==> src/rtl/uncached_axi_bridge_pkg.sv <==
// Shared types and AXI constants for the uncached load/store bridge.
// States are binary encoded; the constant AXI fields are tied at the top level.
package uncached_axi_bridge_pkg;

    typedef enum logic [2:0] {
        StIdle  = 3'd0,
        StRdAr  = 3'd1,
        StRdR   = 3'd2,
        StWrReq = 3'd3,
        StWrB   = 3'd4,
        StDone  = 3'd5
    } ub_state_e;

    localparam logic [7:0] AXI_LEN_SINGLE = 8'd0;
    localparam logic [1:0] AXI_BURST_INCR = 2'b01;
    localparam logic [1:0] AXI_RESP_OKAY  = 2'b00;
    localparam logic [3:0] UNCACHED_ID    = 4'd2;

endpackage

==> src/rtl/uncached_axi_bridge.sv <==
// Turns each uncached CPU load/store into one single-beat AXI4 read or write.
// One transaction outstanding; the CPU stalls until the udata_ok pulse.
module uncached_axi_bridge
    import uncached_axi_bridge_pkg::*;
#(
    parameter logic [3:0] AXI_ID = UNCACHED_ID
) (
    input  logic        cpu_clk_50M,
    input  logic        cpu_rst_n,
    input  logic        ureq,
    input  logic        uwr,
    input  logic [1:0]  usize,
    input  logic [31:0] uaddr,
    input  logic [31:0] uwdata,
    input  logic [3:0]  uwstrb,
    output logic        uaddr_ok,
    output logic        udata_ok,
    output logic [31:0] urdata,
    output logic        uerr,
    output logic [3:0]  arid,
    output logic [31:0] araddr,
    output logic [2:0]  arsize,
    output logic        arvalid,
    input  logic        arready,
    input  logic [31:0] rdata,
    input  logic [1:0]  rresp,
    input  logic        rlast,
    input  logic        rvalid,
    output logic        rready,
    output logic [3:0]  awid,
    output logic [31:0] awaddr,
    output logic [2:0]  awsize,
    output logic        awvalid,
    input  logic        awready,
    output logic [31:0] wdata,
    output logic [3:0]  wstrb,
    output logic        wlast,
    output logic        wvalid,
    input  logic        wready,
    input  logic [1:0]  bresp,
    input  logic        bvalid,
    output logic        bready
);

    ub_state_e   r_state;
    ub_state_e   w_state_d;
    logic        r_live;
    logic [1:0]  r_size;
    logic [31:0] r_addr;
    logic [31:0] r_wdata;
    logic [3:0]  r_wstrb;
    logic [31:0] r_rdata;
    logic        r_err;
    logic        r_aw_done;
    logic        r_w_done;
    logic        w_aw_done_d;
    logic        w_w_done_d;
    logic        w_unused_rlast;

    // Single-beat bursts make rlast redundant.
    assign w_unused_rlast = rlast;

    always_ff @(posedge cpu_clk_50M or negedge cpu_rst_n) begin
        if (!cpu_rst_n) begin
            r_state   <= StIdle;
            r_live    <= 1'b0;
            r_size    <= 2'd0;
            r_addr    <= 32'd0;
            r_wdata   <= 32'd0;
            r_wstrb   <= 4'd0;
            r_rdata   <= 32'd0;
            r_err     <= 1'b0;
            r_aw_done <= 1'b0;
            r_w_done  <= 1'b0;
        end else begin
            r_state   <= w_state_d;
            r_live    <= 1'b1;
            r_aw_done <= w_aw_done_d;
            r_w_done  <= w_w_done_d;
            if (uaddr_ok) begin
                r_size  <= usize;
                r_addr  <= uaddr;
                r_wdata <= uwdata;
                r_wstrb <= uwstrb;
            end
            if (r_state == StRdR && rvalid) begin
                r_rdata <= rdata;
                r_err   <= (rresp != AXI_RESP_OKAY);
            end
            if (r_state == StWrB && bvalid) begin
                r_err <= (bresp != AXI_RESP_OKAY);
            end
        end
    end

    always_comb begin
        w_state_d   = r_state;
        w_aw_done_d = r_aw_done;
        w_w_done_d  = r_w_done;
        uaddr_ok    = 1'b0;
        udata_ok    = 1'b0;
        arvalid     = 1'b0;
        rready      = 1'b0;
        awvalid     = 1'b0;
        wvalid      = 1'b0;
        bready      = 1'b0;
        unique case (r_state)
            StIdle: begin
                // r_live holds off acceptance until the first clock after reset release.
                uaddr_ok    = ureq & r_live;
                w_aw_done_d = 1'b0;
                w_w_done_d  = 1'b0;
                if (uaddr_ok) begin
                    w_state_d = uwr ? StWrReq : StRdAr;
                end
            end
            StRdAr: begin
                arvalid = 1'b1;
                if (arready) begin
                    w_state_d = StRdR;
                end
            end
            StRdR: begin
                rready = 1'b1;
                if (rvalid) begin
                    w_state_d = StDone;
                end
            end
            StWrReq: begin
                awvalid     = ~r_aw_done;
                wvalid      = ~r_w_done;
                w_aw_done_d = r_aw_done | awready;
                w_w_done_d  = r_w_done | wready;
                if (w_aw_done_d && w_w_done_d) begin
                    w_state_d   = StWrB;
                    w_aw_done_d = 1'b0;
                    w_w_done_d  = 1'b0;
                end
            end
            StWrB: begin
                bready = 1'b1;
                if (bvalid) begin
                    w_state_d = StDone;
                end
            end
            StDone: begin
                udata_ok  = 1'b1;
                w_state_d = StIdle;
            end
            default: begin
                w_state_d = StIdle;
            end
        endcase
    end

    assign arid   = AXI_ID;
    assign araddr = r_addr;
    assign arsize = {1'b0, r_size};
    assign awid   = AXI_ID;
    assign awaddr = r_addr;
    assign awsize = {1'b0, r_size};
    assign wdata  = r_wdata;
    assign wstrb  = r_wstrb;
    assign wlast  = 1'b1;
    assign urdata = r_rdata;
    assign uerr   = r_err;

endmodule

==> config.mk <==
export PLATFORM = sky130hd
export DESIGN_NAME = uncached_axi_bridge
export DESIGN_NICKNAME = d
export VERILOG_FILES = /design/src/rtl/uncached_axi_bridge_pkg.sv /design/src/rtl/uncached_axi_bridge.sv
export SDC_FILE = /design/constraint.sdc
export NUM_CORES = 1
export LEC_CHECK = 0
export ABC_CLOCK_PERIOD_IN_PS = 1750
export BUFFER_PORTS_ARGS = -buffer_cell sky130_fd_sc_hd__buf_2
export CORE_MARGIN = 5
export CORE_UTILIZATION = 44
export DETAILED_ROUTE_END_ITERATION = 10
export GPL_TIMING_DRIVEN = 0
export PLACE_DENSITY = 0.8
export SYNTH_ARGS = -nofsm -noshare
export SYNTH_HDL_FRONTEND = slang
export SYNTH_SLANG_ARGS = --single-unit
==> constraint.sdc <==
create_clock -name cpu_clk_50M -period 1.75 [get_ports cpu_clk_50M]
set_input_delay 0.525 -clock cpu_clk_50M [delete_from_list [all_inputs] [get_ports cpu_clk_50M]]
set_output_delay 0.525 -clock cpu_clk_50M [all_outputs]
set_load 0.02 [all_outputs]
# Word level (Yosys, flattened, before mapping)
# Cells that the tools add are included.
dict set report classes {
  n_eq_ne 10
  mux 20
  bitwise 5
  n_reduce_logical 9
}
# cell count
set ops {}
lappend ops {{$mux 3} 5}
lappend ops {{$pmux 3 s5} 1}
lappend ops {{$mux 1} 11}
lappend ops {{$ne 2x2->1 const B} 5}
lappend ops {{$reduce_bool 2->1} 4}
lappend ops {{$eq 3x2->1 const B} 2}
lappend ops {{$eq 3x3->1 const B} 2}
lappend ops {{$reduce_and 5->1} 1}
lappend ops {{$pmux 1 s2} 2}
lappend ops {{$eq 3x1->1 const B} 1}
lappend ops {{$logic_and 1x1->1} 3}
lappend ops {{$logic_not 3->1} 1}
lappend ops {{$mux 2} 1}
lappend ops {{$not 1->1} 2}
lappend ops {{$or 1x1->1} 2}
lappend ops {{$and 1x1->1} 1}
dict set report word_totals {
  reg_bits 109
  inputBits 116
  out_inout_bits 155
  elab_cells 54
}

# Longest topological paths before layout
dict set report logic_depth {
  ltp_word 4
  ltp_mapped 7
  ltp_nobuf 4
}

# Least setup slack after synthesis
# OpenSTA, ideal clock, no wires.
dict set report synth_timing {
  path_kind {reg-to-output}
  startpoint {reg r_state[1]}
  endpoint {out uaddr_ok}
  t_arrival_ns 1.215
  required_time_ns 1.225
  slack_ns 0.010
  stages_incl_launch_ff 6
  n_path_buf 2
  path_cell_list {dfrtp_1 > buf_4 > nor2_1 > nand2_2 > clkbuf_8 > inv_1}
}
dict set report synth_via {
  elab_chain_cells 2
}
# item line
set synth_rtl {}
lappend synth_rtl {{start: declaration} uncached_axi_bridge.sv:45} ;# ub_state_e r_state;
lappend synth_rtl {{start signal: assignment} uncached_axi_bridge.sv:65} ;# r_state <= StIdle;
lappend synth_rtl {{start signal: assignment} uncached_axi_bridge.sv:76} ;# r_state <= w_state_d;
lappend synth_rtl {{$logic_not 3->1} uncached_axi_bridge.sv:107} ;# unique case (r_state)
lappend synth_rtl {{$mux 1} uncached_axi_bridge.sv:107}
lappend synth_rtl {{end: declaration} uncached_axi_bridge.sv:16} ;# output logic uaddr_ok,
# Every way passes these cells.

# Final worst setup path
dict set report layout_timing {
  startpoint {reg r_state[2]}
  endpoint {out awvalid}
}
dict set report layout_via {
  elab_chain_cells 2
}
# item line
set layout_rtl {}
lappend layout_rtl {{$eq 3x2->1} uncached_axi_bridge.sv:107}
lappend layout_rtl {{$mux 1} uncached_axi_bridge.sv:107}
lappend layout_rtl {{end: declaration} uncached_axi_bridge.sv:33} ;# output logic awvalid,
# Every way passes these cells.

==> impl_metrics.tcl <==
set metrics [dict create \
    cts.sinks 109 \
    initialDrtViolationCount 118 \
    timing.final.ws_setup_ps -168 \
    dp_hpwl_um 9310 \
    critical_path_class "reg -> out" \
    arrival_ps 1390 \
    totalPowerFinal_mw 14.0 \
    cts_max_level 3 \
    synth_top_area_share_pct 58.4 \
    core_mm2 0.0103 \
    yosys.cell_count.top_type "dfrtp_1" \
    synth_cells 315 \
    seq_area_frac_synth_pct 58.4 \
    vias 3461 \
    r2r_start "r_state[0]" \
    die_y_um 113 \
    yosysWarnings 0 \
    gp_congestion 0.830 \
    synth_top_family_by_area "multiplexers" \
    report.final.slew_viol_count 0 \
    switchingPower_mw 5.58 \
    p_int_mw 8.38 \
    clock_path_buffers 2 \
    worstMarginPinSlew_ps 680 \
    async_reset_ff_share_pct 100 \
    synth_flop_cell "dfrtp_1" \
    synth_largest_area_cell "dfrtp_1" \
    grt_pass1_vias 3674 \
    dp.cells 720 \
    diodes 0 \
    fillers 748 \
    ant_nets 0 \
    synth.avg_cell_area_um2 14.8 \
    period_minus_slack_ps 1920 \
    ys_ff_latch 109 \
    switching_share_pct 40.0 \
    ys_types 28 \
    routed_wl_um 12300 \
    p_clk_share_pct 13.1 \
    p_leak_nw 3.64 \
    synth_top_cells_by_area "dfrtp_1, mux2_2, buf_4" \
    dpl_worst_slack_ps -270 \
    setup_viol 11 \
    violations "negative setup slack" \
    firstDrtPassIters 4 \
    muxShareOfSynthArea_pct 25.5 \
    end_kind "output port" \
    fin_cells 754 \
    relSlewSlack_pct 54.6 \
    setup-tns-final_ps -929 \
    synth_xor_area_share_pct 0.188 \
    dieArea_mm2 0.0128 \
    grt_max_degree 58 \
    grtUsageTotal_pct 18.4 \
    port_buffers 258 \
    synth_edf_count 0 \
    r2r-end "r_state[1]" \
    final_area_mm2 0.00685 \
    final_nets 729 \
    clk_latency_ps 360 \
    hold_path.class "in -> async" \
    cts_root_buf "clkbuf_8" \
    area_growth_syn_to_layout_pct 46.8 \
    crit_required_ps 1220 \
    outcome "complete, but fails checks" \
    final-hold-violation-count 0 \
    combPwrFrac_pct 54.6 \
    rr_worst_depth 6 \
    vdd_drop_max_mv 0.956 \
    fmax_mhz 521 \
    rows 37 \
    p_seq_share_pct 32.3 \
    synth_adder_area_share_pct 0 \
    numCtsBuffers 9 \
    avgRoutedWirePerCell_um 16.3 \
    tritoncts "yes" \
    drive_gt1_share_pct 75.7 \
    grt_antenna_before_repair 0 \
    grt_pass1_wl_um 18700 \
    synth-compound-area-share_pct 1.50 \
    fin_skew_ps 8.84 \
    maxCapViolCount 0 \
    die_w_um 113 \
    ios 271 \
    path_clk_slew_ps 100 \
    fin_crit_sh_pct 110 \
    avgViaCountPerCell 4.59 \
    drc 0 \
    power_density_mw_per_mm2 2040 \
    synthTopCellsByCount "dfrtp_1, mux2_2, buf_4" \
    netlist_area_mm2 0.00467 \
    crit_fanout 4 \
    rsz0062_at_grt "true" \
    yosys.area_share.simple_pct 3.46 \
    placed_cell_area_mm2 0.00620 \
    grt_overflow 0 \
    r2r_slack_ps -10 \
    critPathLaunchType "flip-flop" \
    initial_utilization_pct 45.2 \
]
-- power groups by stage --
stage | Combinational, mW | Clock (mW) | Sequential (mW)
CTS | 7.21 | 1.88 | 4.50
global route | 8.07 | 2.01 | 4.71
finish | 7.62 | 1.82 | 4.51
detailed placement | 6.93 | 0 | 4.55
global placement | 6.78 | 0 | 4.46
floorplan | 3.08 | 0 | 5.99
-- sequential cells by signal, summed over array words and instances, names as in the netlist, 2 cells and up --
| signal | flops |
|---|---|
| urdata | 32 |
| wstrb | 4 |
| r_state | 3 |
| araddr | 32 |
| wdata | 32 |
| r_size | 2 |
-- logic make-up (layout without fill, tap and decap cells) --
kind of cell,after synthesis,count (layout)
and+or+nand+nor,25,25
DFF,109,109
xor gates and xnor gates,1,1
other,2,12
buffers and inverters,63,356
muxes,106,106
AOI/OAI and AO/OA,9,9
-- metrics by stage --
stage	hold slack (ps)	util [%]
global route	233	66.4
global placement	485	59.7
CTS	208	63.8
floorplan	229	-
finish	196	66.4
detailed placement	487	60.0
-- worst max-delay path by stage --
stage / from / to
global placement: cpu_rst_n / araddr[4]
floorplan: r_state[1] / uaddr_ok
global route: r_state[2] / awvalid
finish: r_state[2] / awvalid
CTS: r_state[2] / awvalid
detailed placement: r_state[1] / uaddr_ok
-- final cells by class --
class	instances	area, um^2	share of cell area [%]
flip-flops and latches	109	2730	39.8
multi-input cells	153	1630	23.8
repair buffers	278	1560	22.7
plain buffers	58	503	7.34
well taps	136	170	2.48
clock buffers	11	141	2.06
clock inverters	5	106	1.55
inverters	4	15.0	0.219
-- per-layer routing --
layer / part of all wire [%] / vias up / GRT usage (%)
met5: 0 / - / 0
met4: 2.6 / 0 / 6.49
met3: 9.4 / 25 / 6.68
met2: 52 / 161 / 33.1
met1: 36 / 1668 / 19.8
li1: - / 1607 / -
-- placed cells by master (no fill, tap or decap), types with 2 or more instances in the layout --
cell type | synthesis | layout
clkbuf_8 | 7 | 16
buf_4 | 51 | 65
clkbuf_16 | 0 | 3
nor2_1 | 9 | 7
dfrtp_1 | 109 | 109
a21oi_1 | 5 | 5
buf_2 | 1 | 250
nor2_4 | 0 | 2
inv_1 | 4 | 3
mux2_2 | 103 | 75
nand2_1 | 4 | 4
bufinv_16 | 0 | 3
mux2_4 | 0 | 30
buf_8 | 0 | 3
conb_1 | 2 | 12
buf_6 | 0 | 8
-- repair_timing --
item / 4_1_cts / 5_1_grt
setup buffers: 11 / 7
endpoints found under the setup margin: 7 / 92
endpoints found under the hold margin: 0 / 0
gates cloned: 0 / 3
pin swaps: 5 / 7
hold buffers: 0 / 0
gates resized for setup: 22 / 41
-- critical path: stages (launching register included) --
cell	delay, ps
dfrtp_1	400
buf_6	120
nand3b_1	220
nor2_1	140
buf_4	160
Power figures use the tool's default switching activity.
